==> src/rtl/gumnut_port_timer.sv <==
`default_nettype none
// ============================================================================
//  Module   : gumnut_port_timer
//  Purpose  : Programmable 8-bit down-counter timer on the Gumnut I/O port
//             bus. An 8-bit prescaler divides the clock into ticks. Each tick
//             decrements COUNT. When COUNT reaches 0, the next tick expires
//             the timer and either reloads (AUTO) or stops (one-shot). An
//             expiry sets EXP, which drives a maskable interrupt request.
//  Revision : 1.0 - initial release
// ----------------------------------------------------------------------------
//  Ports
//    clk_i      in   1  system clock
//    rst_i      in   1  asynchronous active-low reset
//    cyc_i      in   1  port bus cycle qualifier
//    stb_i      in   1  port bus strobe
//    we_i       in   1  write enable
//    adr_i      in   8  port address
//    dat_i      in   8  write data
//    ack_o      out  1  registered one-cycle acknowledge
//    dat_o      out  8  read data, zero whenever ack_o is low
//    int_ack_i  in   1  interrupt acknowledge (clears EXP)
//    int_req_o  out  1  registered interrupt request (EXP & IE)
//  Register map (offset from BASE_ADDR)
//    0 CTRL     rw   [0] EN, [1] AUTO, [2] IE
//    1 STATUS        [0] EXP (write 1 to clear), [1] EN (read-only)
//    2 RELOAD   rw
//    3 COUNT    rw   read returns the live count; write loads the counter
//    4 PRESCALE rw   writing restarts the prescaler
// ============================================================================
module gumnut_port_timer #(
  parameter logic [7:0] BASE_ADDR    = 8'hF0,
  parameter logic [7:0] RESET_RELOAD = 8'hFF
) (
  input  logic       clk_i,
  input  logic       rst_i,
  input  logic       cyc_i,
  input  logic       stb_i,
  input  logic       we_i,
  input  logic [7:0] adr_i,
  input  logic [7:0] dat_i,
  output logic       ack_o,
  output logic [7:0] dat_o,
  input  logic       int_ack_i,
  output logic       int_req_o
);

  // Address decode and bus qualification
  logic [2:0] offset;
  logic       base_match;
  logic       decoded;
  logic       hit;
  logic       wr;
  logic       wr_ctrl;
  logic       wr_status;
  logic       wr_reload;
  logic       wr_count;
  logic       wr_prescale;

  // Register state
  logic       en;
  logic       auto_rl;
  logic       ie;
  logic       exp_flag;
  logic [7:0] reload;
  logic [7:0] count;
  logic [7:0] prescale;
  logic [7:0] presc_cnt;

  // Timing events
  logic       tick;
  logic       expire;
  logic       exp_clear;

  // Bus response
  logic [7:0] rd_data;
  logic       ack_q;
  logic [7:0] dat_q;
  logic       int_req_q;

  assign offset     = adr_i[2:0];
  // BASE_ADDR is 8-aligned, so the upper five bits select the block and the
  // low three bits select a register; offsets 5..7 are left undecoded.
  assign base_match = (adr_i[7:3] == BASE_ADDR[7:3]);
  assign decoded    = base_match && (offset <= 3'd4);

  // Gating with the registered ack forces a gap after every acknowledge, so
  // a master holding stb_i sees ack on alternate cycles only.
  assign hit        = cyc_i && stb_i && decoded && !ack_q;
  assign wr         = hit && we_i;

  assign wr_ctrl     = wr && (offset == 3'd0);
  assign wr_status   = wr && (offset == 3'd1);
  assign wr_reload   = wr && (offset == 3'd2);
  assign wr_count    = wr && (offset == 3'd3);
  assign wr_prescale = wr && (offset == 3'd4);

  assign tick      = en && (presc_cnt == prescale);
  assign expire    = tick && (count == 8'd0);
  assign exp_clear = int_ack_i || (wr_status && dat_i[0]);

  // Read multiplexer, sampled into dat_q on the hit cycle
  always_comb begin
    rd_data = 8'h00;
    case (offset)
      3'd0:    rd_data = {5'b00000, ie, auto_rl, en};
      3'd1:    rd_data = {6'b000000, en, exp_flag};
      3'd2:    rd_data = reload;
      3'd3:    rd_data = count;
      3'd4:    rd_data = prescale;
      default: rd_data = 8'h00;
    endcase
  end

  // Bus acknowledge and read data. Write acks return zero data.
  always_ff @(posedge clk_i or negedge rst_i) begin
    if (!rst_i) begin
      ack_q <= 1'b0;
      dat_q <= 8'h00;
    end else begin
      ack_q <= hit;
      dat_q <= (hit && !we_i) ? rd_data : 8'h00;
    end
  end

  // Prescaler: counts 0..PRESCALE while enabled, held at 0 otherwise
  always_ff @(posedge clk_i or negedge rst_i) begin
    if (!rst_i) begin
      prescale  <= 8'h00;
      presc_cnt <= 8'h00;
    end else begin
      if (wr_prescale) begin
        prescale <= dat_i;
      end
      if (wr_prescale || !en || tick) begin
        presc_cnt <= 8'h00;
      end else begin
        presc_cnt <= presc_cnt + 8'd1;
      end
    end
  end

  // Reload and count. A bus write to COUNT takes priority over a tick.
  always_ff @(posedge clk_i or negedge rst_i) begin
    if (!rst_i) begin
      reload <= RESET_RELOAD;
      count  <= RESET_RELOAD;
    end else begin
      if (wr_reload) begin
        reload <= dat_i;
      end
      if (wr_count) begin
        count <= dat_i;
      end else if (tick) begin
        if (count != 8'd0) begin
          count <= count - 8'd1;
        end else if (auto_rl) begin
          count <= reload;
        end
      end
    end
  end

  // Control. A one-shot expiry clears EN unless the bus writes CTRL in the
  // same cycle, in which case the written value stands.
  always_ff @(posedge clk_i or negedge rst_i) begin
    if (!rst_i) begin
      en      <= 1'b0;
      auto_rl <= 1'b0;
      ie      <= 1'b0;
    end else begin
      if (wr_ctrl) begin
        en      <= dat_i[0];
        auto_rl <= dat_i[1];
        ie      <= dat_i[2];
      end else if (expire && !auto_rl) begin
        en <= 1'b0;
      end
    end
  end

  // Expiry flag (set beats clear) and the interrupt request, which follows
  // the registered EXP & IE one cycle later.
  always_ff @(posedge clk_i or negedge rst_i) begin
    if (!rst_i) begin
      exp_flag  <= 1'b0;
      int_req_q <= 1'b0;
    end else begin
      if (expire) begin
        exp_flag <= 1'b1;
      end else if (exp_clear) begin
        exp_flag <= 1'b0;
      end
      int_req_q <= exp_flag && ie;
    end
  end

  assign ack_o     = ack_q;
  assign dat_o     = dat_q;
  assign int_req_o = int_req_q;

endmodule
`default_nettype wire

==> config.mk <==
export PLATFORM = sky130hd
export DESIGN_NAME = gumnut_port_timer
export DESIGN_NICKNAME = d
export VERILOG_FILES = /design/src/rtl/gumnut_port_timer.sv
export SDC_FILE = /design/constraint.sdc
export NUM_CORES = 1
export LEC_CHECK = 0
export CAP_MARGIN = 20
export CORE_MARGIN = 4
export CORE_UTILIZATION = 49
export CTS_CLUSTER_SIZE = 25
export DETAILED_ROUTE_END_ITERATION = 10
export PLACE_DENSITY_LB_ADDON = 0.1
export SETUP_SLACK_MARGIN = 0.4
export SLEW_MARGIN = 15
export SYNTH_ARGS = -nofsm -noshare
export SYNTH_HDL_FRONTEND = slang
export SYNTH_SLANG_ARGS = --single-unit
==> constraint.sdc <==
create_clock -name clk_i -period 2.1 [get_ports clk_i]
set_input_delay 0.315 -clock clk_i [delete_from_list [all_inputs] [get_ports clk_i]]
set_output_delay 0.315 -clock clk_i [all_outputs]
set_load 0.05 [all_outputs]
==> report_table.html, run 1 <==
<table>
<tr><th>Metric</th><th>Value</th></tr>
<tr><th colspan="2">Synth</th></tr>
<tr><td>Number of warnings reported in the yosys synthesis log</td><td>0</td></tr>
<tr><td>Combinational family with the most area after synthesis</td><td>simple AND/OR/NAND/NOR gates</td></tr>
<tr><td>Cell accounting for the most synthesized area</td><td>sky130_fd_sc_hd__dfrtp_1</td></tr>
<tr><td>Part of the Yosys area used for sequential elements</td><td>47.51%</td></tr>
<tr><td>Number of enable flip-flop cells after synthesis</td><td>0</td></tr>
<tr><td>Primary FF master, synth</td><td>sky130_fd_sc_hd__dfrtp_1</td></tr>
<tr><td>Top-area cell type share of the netlist area</td><td>30.46%</td></tr>
<tr><td>Area fraction in and, or, nand and nor cells after synthesis</td><td>18.43%</td></tr>
<tr><td>Post-synth net total</td><td>270</td></tr>
<tr><td>Xor/xnor cell area share of the yosys netlist</td><td>5.685%</td></tr>
<tr><td>Synthesized-area fraction occupied by ao, oa, aoi and oai cells</td><td>9.848%</td></tr>
<tr><td>Total standard cell area after synthesis</td><td>2465 sq um</td></tr>
<tr><td>Multiplexer area fraction after synthesis</td><td>13.40%</td></tr>
<tr><td>Synth async-reset ratio</td><td>100.0%</td></tr>
<tr><td>Top cells by area in the synthesized netlist</td><td>sky130_fd_sc_hd__dfrtp_1, sky130_fd_sc_hd__dfstp_2, sky130_fd_sc_hd__mux2_2, sky130_fd_sc_hd__nor2_1, sky130_fd_sc_hd__xor2_1</td></tr>
<tr><td>Adder and majority gate portion of the synthesized area</td><td>1.523%</td></tr>
<tr><td>Average instance area after synthesis</td><td>10.06 sq um</td></tr>
<tr><td>Most frequent cell after synthesis</td><td>sky130_fd_sc_hd__nor2_1</td></tr>
<tr><td>Netlist cell types</td><td>43</td></tr>
<tr><td>Flip-flop and latch count after synthesis</td><td>46</td></tr>
<tr><td>Post-synth top cells</td><td>sky130_fd_sc_hd__nor2_1, sky130_fd_sc_hd__dfrtp_1, sky130_fd_sc_hd__dfstp_2, sky130_fd_sc_hd__mux2_2</td></tr>
<tr><td>Number of instances in the synthesized netlist</td><td>about 250</td></tr>
<tr><th colspan="2">Floorplan</th></tr>
<tr><td>Core area</td><td>4786 sq um</td></tr>
<tr><td>Row count</td><td>25</td></tr>
<tr><td>Initial core utilization</td><td>51.50%</td></tr>
<tr><td>Die width</td><td>about 79 um</td></tr>
<tr><td>Floorplan die height</td><td>78.93 um</td></tr>
<tr><td>Num ports</td><td>32</td></tr>
<tr><td>Die Footprint</td><td>6229 sq um</td></tr>
<tr><th colspan="2">Routing</th></tr>
<tr><td>Initial detailed-routing violation count</td><td>133</td></tr>
<tr><td>Total vias in the final route</td><td>1999</td></tr>
<tr><td>Aggregate routed wire length</td><td>6.074 mm</td></tr>
<tr><td>Via count normalized by instance count</td><td>around 5.4</td></tr>
<tr><td>Routed wire per std cell</td><td>roughly 16 um</td></tr>
<tr><td>DRC violation count after routing</td><td>0</td></tr>
<tr><td>Number of antenna-violating nets in the routed design</td><td>0</td></tr>
<tr><td>Number of iterations in the first detailed-routing pass</td><td>4</td></tr>
<tr><th colspan="2">Setup path</th></tr>
<tr><td>Source of the critical timing path</td><td>count[2]</td></tr>
<tr><td>R2r startpoint</td><td>count[2]</td></tr>
<tr><td>CP Capture Type</td><td>flip-flop</td></tr>
<tr><td>Start-to-end type of the worst setup path</td><td>flip-flop to flip-flop</td></tr>
<tr><td>Required time of the worst setup path</td><td>between 2000 and 2500 ps</td></tr>
<tr><td>Delay of the slowest cell on the worst path</td><td>520 ps</td></tr>
<tr><td>Chain of cells forming the critical path</td><td>or4_4 &gt; or3_4 &gt; buf_6 &gt; mux2_4 &gt; nand3_2 &gt; a31oi_2</td></tr>
<tr><td>Total number of cells along the worst setup path</td><td>6</td></tr>
<tr><td>Reg2Reg Setup Slack</td><td>120 ps</td></tr>
<tr><td>Library cell contributing the largest single delay on the critical path</td><td>sky130_fd_sc_hd__or4_4</td></tr>
<tr><td>Reg-to-reg critical path endpoint</td><td>count[2]</td></tr>
<tr><td>Launching element type of the critical path</td><td>flip-flop</td></tr>
<tr><td>Worst reg-to-reg path cell count</td><td>6</td></tr>
<tr><td>Critical path buffers and inverters</td><td>1</td></tr>
<tr><td>CP endpoint</td><td>count[2]</td></tr>
<tr><td>Arrival time of data at the critical path endpoint</td><td>approximately 2200 ps</td></tr>
<tr><td>Max Fanout on Critical Path</td><td>4</td></tr>
<tr><td>Category of cells accounting for the largest share of critical-path delay</td><td>simple AND/OR/NAND/NOR gates</td></tr>
<tr><th colspan="2">Timing</th></tr>
<tr><td>Min cycle time layout</td><td>1978 ps</td></tr>
<tr><td>Tcrit/Tclk final</td><td>between 90% and 100%</td></tr>
<tr><td>Setup TNS</td><td>0 ps</td></tr>
<tr><td>Max frequency</td><td>around 0.51 GHz</td></tr>
<tr><td>Max-slew violation count</td><td>0</td></tr>
<tr><td>Number of endpoints failing setup at the final stage</td><td>0</td></tr>
<tr><td>Worst Tran Pin Value</td><td>615.7 ps</td></tr>
<tr><td>Max transition margin</td><td>58.95%</td></tr>
<tr><td>Setup repair after global routing missed its margin</td><td>yes</td></tr>
<tr><td>Setup Skew</td><td>approximately 11 ps</td></tr>
<tr><td>Number of hold violations in the final report</td><td>0</td></tr>
<tr><th colspan="2">Cells and area</th></tr>
<tr><td>Layout cells sized above 1</td><td>32.67%</td></tr>
<tr><td># nets final</td><td>approximately 330</td></tr>
<tr><td>Utilization after layout</td><td>about two thirds</td></tr>
<tr><td>Area added between synthesis and finish</td><td>31.73%</td></tr>
<tr><td>Total inserted antenna cells</td><td>0</td></tr>
<tr><th colspan="2">Global route</th></tr>
<tr><td>Global-route wire length before repair</td><td>10.21 mm</td></tr>
<tr><td>Maximum number of pins on one net before global-route repair</td><td>29</td></tr>
<tr><td>Vias in the first global route</td><td>roughly 2100</td></tr>
<tr><td>Total global routing track utilization</td><td>20.97%</td></tr>
<tr><td>Number of antenna violations at the first check in global routing</td><td>0</td></tr>
<tr><td>Global-route congestion overflow total</td><td>0</td></tr>
<tr><th colspan="2">Placement</th></tr>
<tr><td>Number of input and output port buffers inserted</td><td>31</td></tr>
<tr><td>Final weighted congestion in routability-driven placement</td><td>0.9246</td></tr>
<tr><td>Post-DP HPWL</td><td>4.452 mm</td></tr>
<tr><th colspan="2">Clocking</th></tr>
<tr><td>Worst-skew pair later-pin latency</td><td>300 ps</td></tr>
<tr><td>Maximum buffer depth of the clock tree</td><td>2</td></tr>
<tr><td>Library cell used as clock root buffer</td><td>sky130_fd_sc_hd__clkbuf_8</td></tr>
<tr><td>Number of buffers inserted by hold repair at cts</td><td>0</td></tr>
<tr><td>Number of buffers inserted during clock tree synthesis</td><td>5</td></tr>
<tr><td>Clock tree from TritonCTS</td><td>done</td></tr>
<tr><td>Clk sink count</td><td>46</td></tr>
<tr><td>Number of levels the H-tree was split into</td><td>2</td></tr>
<tr><td>Clock-pin slew of the registers on the worst-case setup and hold paths</td><td>90 ps</td></tr>
<tr><th colspan="2">Power</th></tr>
<tr><td>PD cells</td><td>975.4 nW/um^2</td></tr>
<tr><td>Largest vdd supply drop</td><td>about 0.53 mV</td></tr>
<tr><td>P_leak</td><td>0.001519 uW</td></tr>
<tr><th colspan="2">Outcome</th></tr>
<tr><td>Result of the run</td><td>completed</td></tr>
<tr><th colspan="2">Flow run</th></tr>
<tr><td>Max_cap viols</td><td>0</td></tr>
<tr><th colspan="2">Hold path</th></tr>
<tr><td>Path type of the worst min-delay path</td><td>input port to async pin</td></tr>
</table>
==> power by group <==
part	internal (uW)	switching (uW)
Sequential	1040	128
Clock	355	296
Combinational	677	666
==> cells in the final DEF (no fill, tap or decap), types with 3 or more instances in the layout <==
master	instances
sky130_fd_sc_hd__a31oi_1	5
sky130_fd_sc_hd__nor2_1	35
sky130_fd_sc_hd__xor2_1	14
sky130_fd_sc_hd__nand3_2	4
sky130_fd_sc_hd__mux2_4	3
sky130_fd_sc_hd__nand2_1	8
sky130_fd_sc_hd__mux2i_1	11
sky130_fd_sc_hd__clkbuf_8	5
sky130_fd_sc_hd__nand2b_1	3
sky130_fd_sc_hd__a21oi_1	10
sky130_fd_sc_hd__mux2_2	15
sky130_fd_sc_hd__inv_2	3
sky130_fd_sc_hd__clkdlybuf4s50_1	19
sky130_fd_sc_hd__o21ai_0	12
sky130_fd_sc_hd__dlygate4sd2_1	11
sky130_fd_sc_hd__dfrtp_1	29
sky130_fd_sc_hd__nor3_1	4
sky130_fd_sc_hd__nand3_1	10
sky130_fd_sc_hd__buf_6	4
sky130_fd_sc_hd__buf_4	25
sky130_fd_sc_hd__inv_1	8
sky130_fd_sc_hd__dfstp_2	16
==> cell type report <==
type | instances | area, sq um
multi-input cells | 178 | 1315
flip-flops and latches | 46 | 1172
inverters | 11 | 41.29
well taps | 67 | 83.83
repair buffers | 60 | 524.3
fillers | 395 | 1539
clock inverters | 2 | 37.54
clock buffers | 6 | 72.57
==> worst min-delay path by stage <==
stage	startpoint	to	slack (ps)	cells after the start
global placement	rst_i	dat_o[3]	360	1
CTS	rst_i	prescale[0]	40	1
global route	rst_i	prescale[0]	70	1
finish	rst_i	prescale[0]	20	1
floorplan	rst_i	ack_o	20	0
detailed placement	rst_i	ack_o	360	1
==> metal layers <==
layer / GRT usage [%] / vias to the layer above / wire [um] / part of all wire (%)
li1: - / 976 / - / -
met1: 27.63 / 977 / 2842 / 47
met2: 35.06 / 37 / 2895 / 48
met3: 4.535 / 9 / 250 / 4.1
met4: 5.670 / 0 / 86 / 1.4
met5: 0 / - / 0 / 0
==> sequential cells by signal, indices dropped and copies added, names as in the netlist <==
signal,flops
auto_rl,1
prescale,8
count,8
exp_flag,1
reload,8
dat_o,8
ack_o,1
int_req_o,1
presc_cnt,8
ie,1
en,1
==> metrics by stage <==
step / total power [uW] / std cells / worst slack [ps] / hold WS, ps / cell area, sq um
floorplan: 1875 / 245 / 136.8 / 19.41 / 2505
global placement: 2242 / 353 / 47.20 / 355.0 / 2983
detailed placement: 2262 / 353 / 45.42 / 360.8 / 2983
CTS: 3092 / 370 / 132.5 / 36.27 / 3196
global route: 3370 / 370 / 73.47 / 65.05 / 3247
finish: 3167 / 370 / 121.7 / 18.46 / 3247
==> cell families (layout without fill, tap and decap cells) <==
group,count (synthesis),count (layout)
adder cells (fa/ha/maj),3,3
multiplexers,30,30
AND/OR/NAND/NOR,89,89
XOR/XNOR,16,16
flip-flops,46,46
AO/OA/AOI/OAI,40,40
buffers and inverters,21,79
==> worst register-to-register path, cell delays in order (launching register included) <==
cell                      delay [ps]
sky130_fd_sc_hd__dfstp_2         370
sky130_fd_sc_hd__or4_4           520
sky130_fd_sc_hd__or3_4           370
sky130_fd_sc_hd__buf_6           140
sky130_fd_sc_hd__mux2_4          300
sky130_fd_sc_hd__nand3_2          80
sky130_fd_sc_hd__a31oi_2         100
==> what timing repair did <==
action,in CTS,in global routing
pin swaps,11,10
setup buffers,9,0
gates resized for setup,25,12
endpoints found under the setup margin,41,31
Power figures use the tool's default switching activity.
==> run 2: changes to the inputs <==
CAP_MARGIN = not set   (was 20)
==> results of run 2 <==
The final DEF is identical to that of run 1; final timing and power are the same.
